## src/rtl/prog_ram.sv

```systemverilog
// Program memory behind the PC address bus, with a byte-serial load path and
// a pc_recount pulse that sends the PC counter back to address 0.
module prog_ram #(
    parameter int              ADDR_W  = 8,
    parameter int              DATA_W  = 8,
    parameter int              DEPTH   = 256,
    parameter logic [DATA_W-1:0] HALT_OP = 8'hFF
) (
    input  logic              clk,
    input  logic              reset,
    input  logic [ADDR_W-1:0] pc_addr,
    input  logic              fetch_en,
    output logic [DATA_W-1:0] instr,
    output logic              instr_valid,
    input  logic              prog_mode,
    input  logic              wr_valid,
    input  logic [DATA_W-1:0] wr_data,
    output logic              wr_ready,
    output logic [ADDR_W:0]   load_count,
    output logic              load_full,
    output logic              pc_recount
);

    typedef enum logic [1:0] {
        RUN  = 2'd0,
        LOAD = 2'd1,
        EXIT = 2'd2
    } state_t;

    localparam logic [ADDR_W-1:0] LAST_ADDR = ADDR_W'(DEPTH - 1);
    localparam logic [ADDR_W-1:0] PTR_ONE   = ADDR_W'(1);
    localparam logic [ADDR_W:0]   CNT_ONE   = (ADDR_W + 1)'(1);

    state_t            state;
    logic [DATA_W-1:0] mem [DEPTH];
    logic [ADDR_W-1:0] wr_ptr;
    logic [DATA_W-1:0] rd_byte;
    logic              wr_hs;
    logic              mem_we;

    assign rd_byte = mem[pc_addr];
    assign wr_hs   = wr_valid && wr_ready;
    // A reset in the same cycle as a handshake wins, so that byte is dropped.
    assign mem_we  = (state == LOAD) && wr_hs && !reset;

    // Storage is never cleared, so a reset keeps whatever was loaded.
    always_ff @(posedge clk) begin
        if (mem_we) begin
            mem[wr_ptr] <= wr_data;
        end
    end

    always_ff @(posedge clk) begin
        if (reset) begin
            state       <= RUN;
            instr       <= '0;
            instr_valid <= 1'b0;
            wr_ready    <= 1'b0;
            load_count  <= '0;
            load_full   <= 1'b0;
            pc_recount  <= 1'b0;
            wr_ptr      <= '0;
        end else begin
            case (state)
                RUN: begin
                    wr_ready   <= 1'b0;
                    pc_recount <= 1'b0;
                    if (prog_mode) begin
                        state       <= LOAD;
                        instr_valid <= 1'b0;
                        wr_ptr      <= '0;
                        load_count  <= '0;
                        load_full   <= 1'b0;
                        wr_ready    <= 1'b1;
                    end else if (fetch_en) begin
                        instr       <= rd_byte;
                        instr_valid <= 1'b1;
                        pc_recount  <= (rd_byte == HALT_OP);
                    end else begin
                        instr_valid <= 1'b0;
                    end
                end

                LOAD: begin
                    instr_valid <= 1'b0;
                    pc_recount  <= 1'b0;
                    if (wr_hs) begin
                        load_count <= load_count + CNT_ONE;
                        // The pointer parks on the last word instead of wrapping.
                        if (wr_ptr == LAST_ADDR) begin
                            load_full <= 1'b1;
                            wr_ready  <= 1'b0;
                        end else begin
                            wr_ptr <= wr_ptr + PTR_ONE;
                        end
                    end
                    if (!prog_mode) begin
                        state      <= EXIT;
                        wr_ready   <= 1'b0;
                        pc_recount <= 1'b1;
                    end
                end

                EXIT: begin
                    state       <= RUN;
                    instr_valid <= 1'b0;
                    wr_ready    <= 1'b0;
                    pc_recount  <= 1'b0;
                end

                default: begin
                    state       <= RUN;
                    instr_valid <= 1'b0;
                    wr_ready    <= 1'b0;
                    pc_recount  <= 1'b0;
                end
            endcase
        end
    end

endmodule

```

## config.mk

```make
export PLATFORM = sky130hd
export DESIGN_NAME = prog_ram
export DESIGN_NICKNAME = d
export VERILOG_FILES = /design/src/rtl/prog_ram.sv
export SDC_FILE = /design/constraint.sdc
export NUM_CORES = 2
export LEC_CHECK = 0
export BUFFER_PORTS_ARGS = -buffer_cell sky130_fd_sc_hd__buf_4
export CAP_MARGIN = 5
export CORE_MARGIN = 5
export CORE_UTILIZATION = 40
export DETAILED_ROUTE_END_ITERATION = 6
export GPL_TIMING_DRIVEN = 1
export PLACE_DENSITY = 0.56
export SYNTH_ARGS = -nofsm -noshare
export SYNTH_HDL_FRONTEND = slang
export SYNTH_SLANG_ARGS = --single-unit
```

## constraint.sdc

```tcl
create_clock -name clk -period 5.9 [get_ports clk]
set_input_delay 0 -clock clk [delete_from_list [all_inputs] [get_ports clk]]
set_output_delay 0 -clock clk [all_outputs]
set_load 0.02 [all_outputs]
```

==> results.ini <==
[status]
status=finished, final reports clean

[synthesis]
ys_seq_elements=2079
synth_area_sq_mm=0.0816
synth.top_cell.area_share_pct=75.3
synth_cells=4051
syn_nets=4077
synthArstFlopShare_pct=0
synth_ff_type=edfxtp_1
synth_common_cells=edfxtp_1, mux4_2, nor2_1
synth_top_cell_by_area=edfxtp_1
synth_most_common_cell=edfxtp_1
syn_area_per_cell_sq_um=20.2
yosysWarnings=0
yosys.cell_types.count=75
synth.area.top_cells=edfxtp_1, mux4_2, mux2i_1, nor2_1, mux4_1
synth_edf_count=2048
ys_seq_area_share_pct=76.1

[setup_path]
path_delay_family=simple AND/OR/NAND/NOR gates
crit_buf_inv=0
critPathCaptureType=flip-flop
cp-start-kind=flip-flop
path_depth=6
crit_top_cell=nor2_1
worstSetupPathType=flip-flop to flip-flop
max_stage_delay_ps=1050
cp_max_fo=15
slowest_stage=nor2_1
arrival_ps=4810
crit_required_ps=6350
worst_r2r_path_depth=6
path_cells=nor2b_1 -> and3_1 -> nand2b_1 -> nor2_1 -> nand2_1 -> nor2_1

[cts]
clk_pin_slew_ps=60
numCtsBuffers=212
cts_buffer_depth=3
cts_htree_levels=4
clock_latency_ps=840
ctsHoldBuffers=18
postCtsSetupRepairBufs=0
cts_root_buffer=clkbuf_16
cts.sinks=2079
cts_resized=0
cts_tree=done

[die]
start_util_pct=40.3
die_area_sq_mm=0.213
die_h_um=462
pin_count=42
rows=165
die_x_um=462
coreArea_sq_mm=0.203

[global_routing]
grt_pass1_vias=41611
gr-total-overflow=0
grt_max_degree=201
antenna_found_initial=6
grt_pass1_wl_um=337000
grt_use_total_pct=22.5

[pwr]
vdd_drop_max_v=0.000267
p_leak_nw=28.6
p_per_area_mw_per_mm2=340

[sta]
finalSetupViolCount=0
finalHoldViolations=0
finalMaxSlewViolations=0
clock_skew_ps=37.8
rsz0062_at_grt=false
min_period_ps=4360
max_freq_mhz=229
slew_headroom_pct=5.01
holdWs_ps=90.1
fin_crit_sh_pct=73.9
setup_tns_ps=0
tightest_slew_ps=1420

[worst_hold_path]
hold_depth=3
hold_path_class=input pin to flip-flop

[detailed_routing]
drtAntennaViolNets=0
vias=42354
routedWlPerCell_um=34.3
drtIter0Drc=5664
first_pass_iters=6
avgViaCountPerCell=6.01
drc=0
wl_um=242000

[final_layout]
instances_no_fill=7043
drive_above_1_share_pct=19.6
areaGrowthSynthToFinish_pct=12.4
nets=4213

[place]
portBuffers=41
dp.final_hpwl_um=147000
dp.cells=6627
gp_congestion=0.854

[job]
maxCapViolations=0

-- metrics by stage --
stage / worst slack [ps] / util (%) / power (mW) / cell area, sq um
global placement: 1120 / 41.7 / 18.1 / 84600
finish: 1540 / 45.3 / 31.2 / 91800
global route: 1390 / 45.3 / 32.1 / 91700
CTS: 1550 / 45.3 / 31.4 / 91700
floorplan: 3430 / - / 17.4 / 81600
detailed placement: 1310 / 41.8 / 18.1 / 84700
-- placed cells by master, fill, tap and decap left out, types with 19 or more instances in the layout --
master     instances
a211oi_1          19
a21oi_1           66
a22oi_1           54
buf_4            107
bufinv_16         21
clkbuf_1          42
clkbuf_16        215
clkinv_1          53
clkinv_2          44
dfxtp_1           31
edfxtp_1        2048
mux2i_1          242
mux4_1            32
mux4_2           374
nand2_1          112
nand3_1           45
nand4_1           19
nor2_1           324
nor3_1            45
o21ai_0           48
o221ai_1          72
o22ai_1           82
-- flip-flops by register name, summed over array words and instances, names as in the netlist --
name         count
wr_ready         1
mem           2048
instr_valid      1
load_count       9
wr_ptr           8
pc_recount       1
state            2
load_full        1
instr            8
-- final timing paths --
path | from | endpoint | slack (ps)
max | state[0] | mem[243][1] | 1540
min | reset | wr_ptr[1] | 90
max reg2reg | state[0] | mem[243][1] | 1540
min reg2reg | load_count[7] | load_count[7] | 510
-- metal layers --
metal | up-vias | track usage, % | routed length [um]
met4 | 4 | 8.07 | 9980
met2 | 2157 | 34.9 | 112000
met1 | 22634 | 31.7 | 98500
met3 | 430 | 4.62 | 21100
met5 | - | 0 | 27
li1 | 17129 | - | -
-- cell families after synthesis --
group / after synthesis / share of synthesized area [%]
AO/OA/AOI/OAI: 425 / 3.68
XOR/XNOR: 9 / 0.0966
adder cells (fa/ha/maj): 5 / 0.0766
buffers and inverters: 248 / 2.20
flip-flops: 2079 / 76.1
multiplexers: 663 / 14.5
AND/OR/NAND/NOR: 622 / 3.33
-- power by group --
group	leakage (nW)	switching, mW	internal [mW]
clock network	3.38	5.73	7.65
registers	18.7	0.0117	16.2
logic	6.56	1.11	0.487
-- worst reg2reg max path: stages (launching register included) --
cell	delay (ps)
dfxtp_1	390
nor2b_1	270
and3_1	260
nand2b_1	250
nor2_1	1050
nand2_1	830
nor2_1	930
-- cell type report --
cell class / count / area, sq um
fillers: 17210 / 111000
flip-flops and latches: 2079 / 62100
multi-input cells: 1724 / 17800
clock buffers: 260 / 5580
well taps: 2672 / 3340
repair buffers: 157 / 1550
clock inverters: 136 / 1330
inverters: 13 / 51.3
diodes: 2 / 5.00
(Power assumes the default switching activity.)
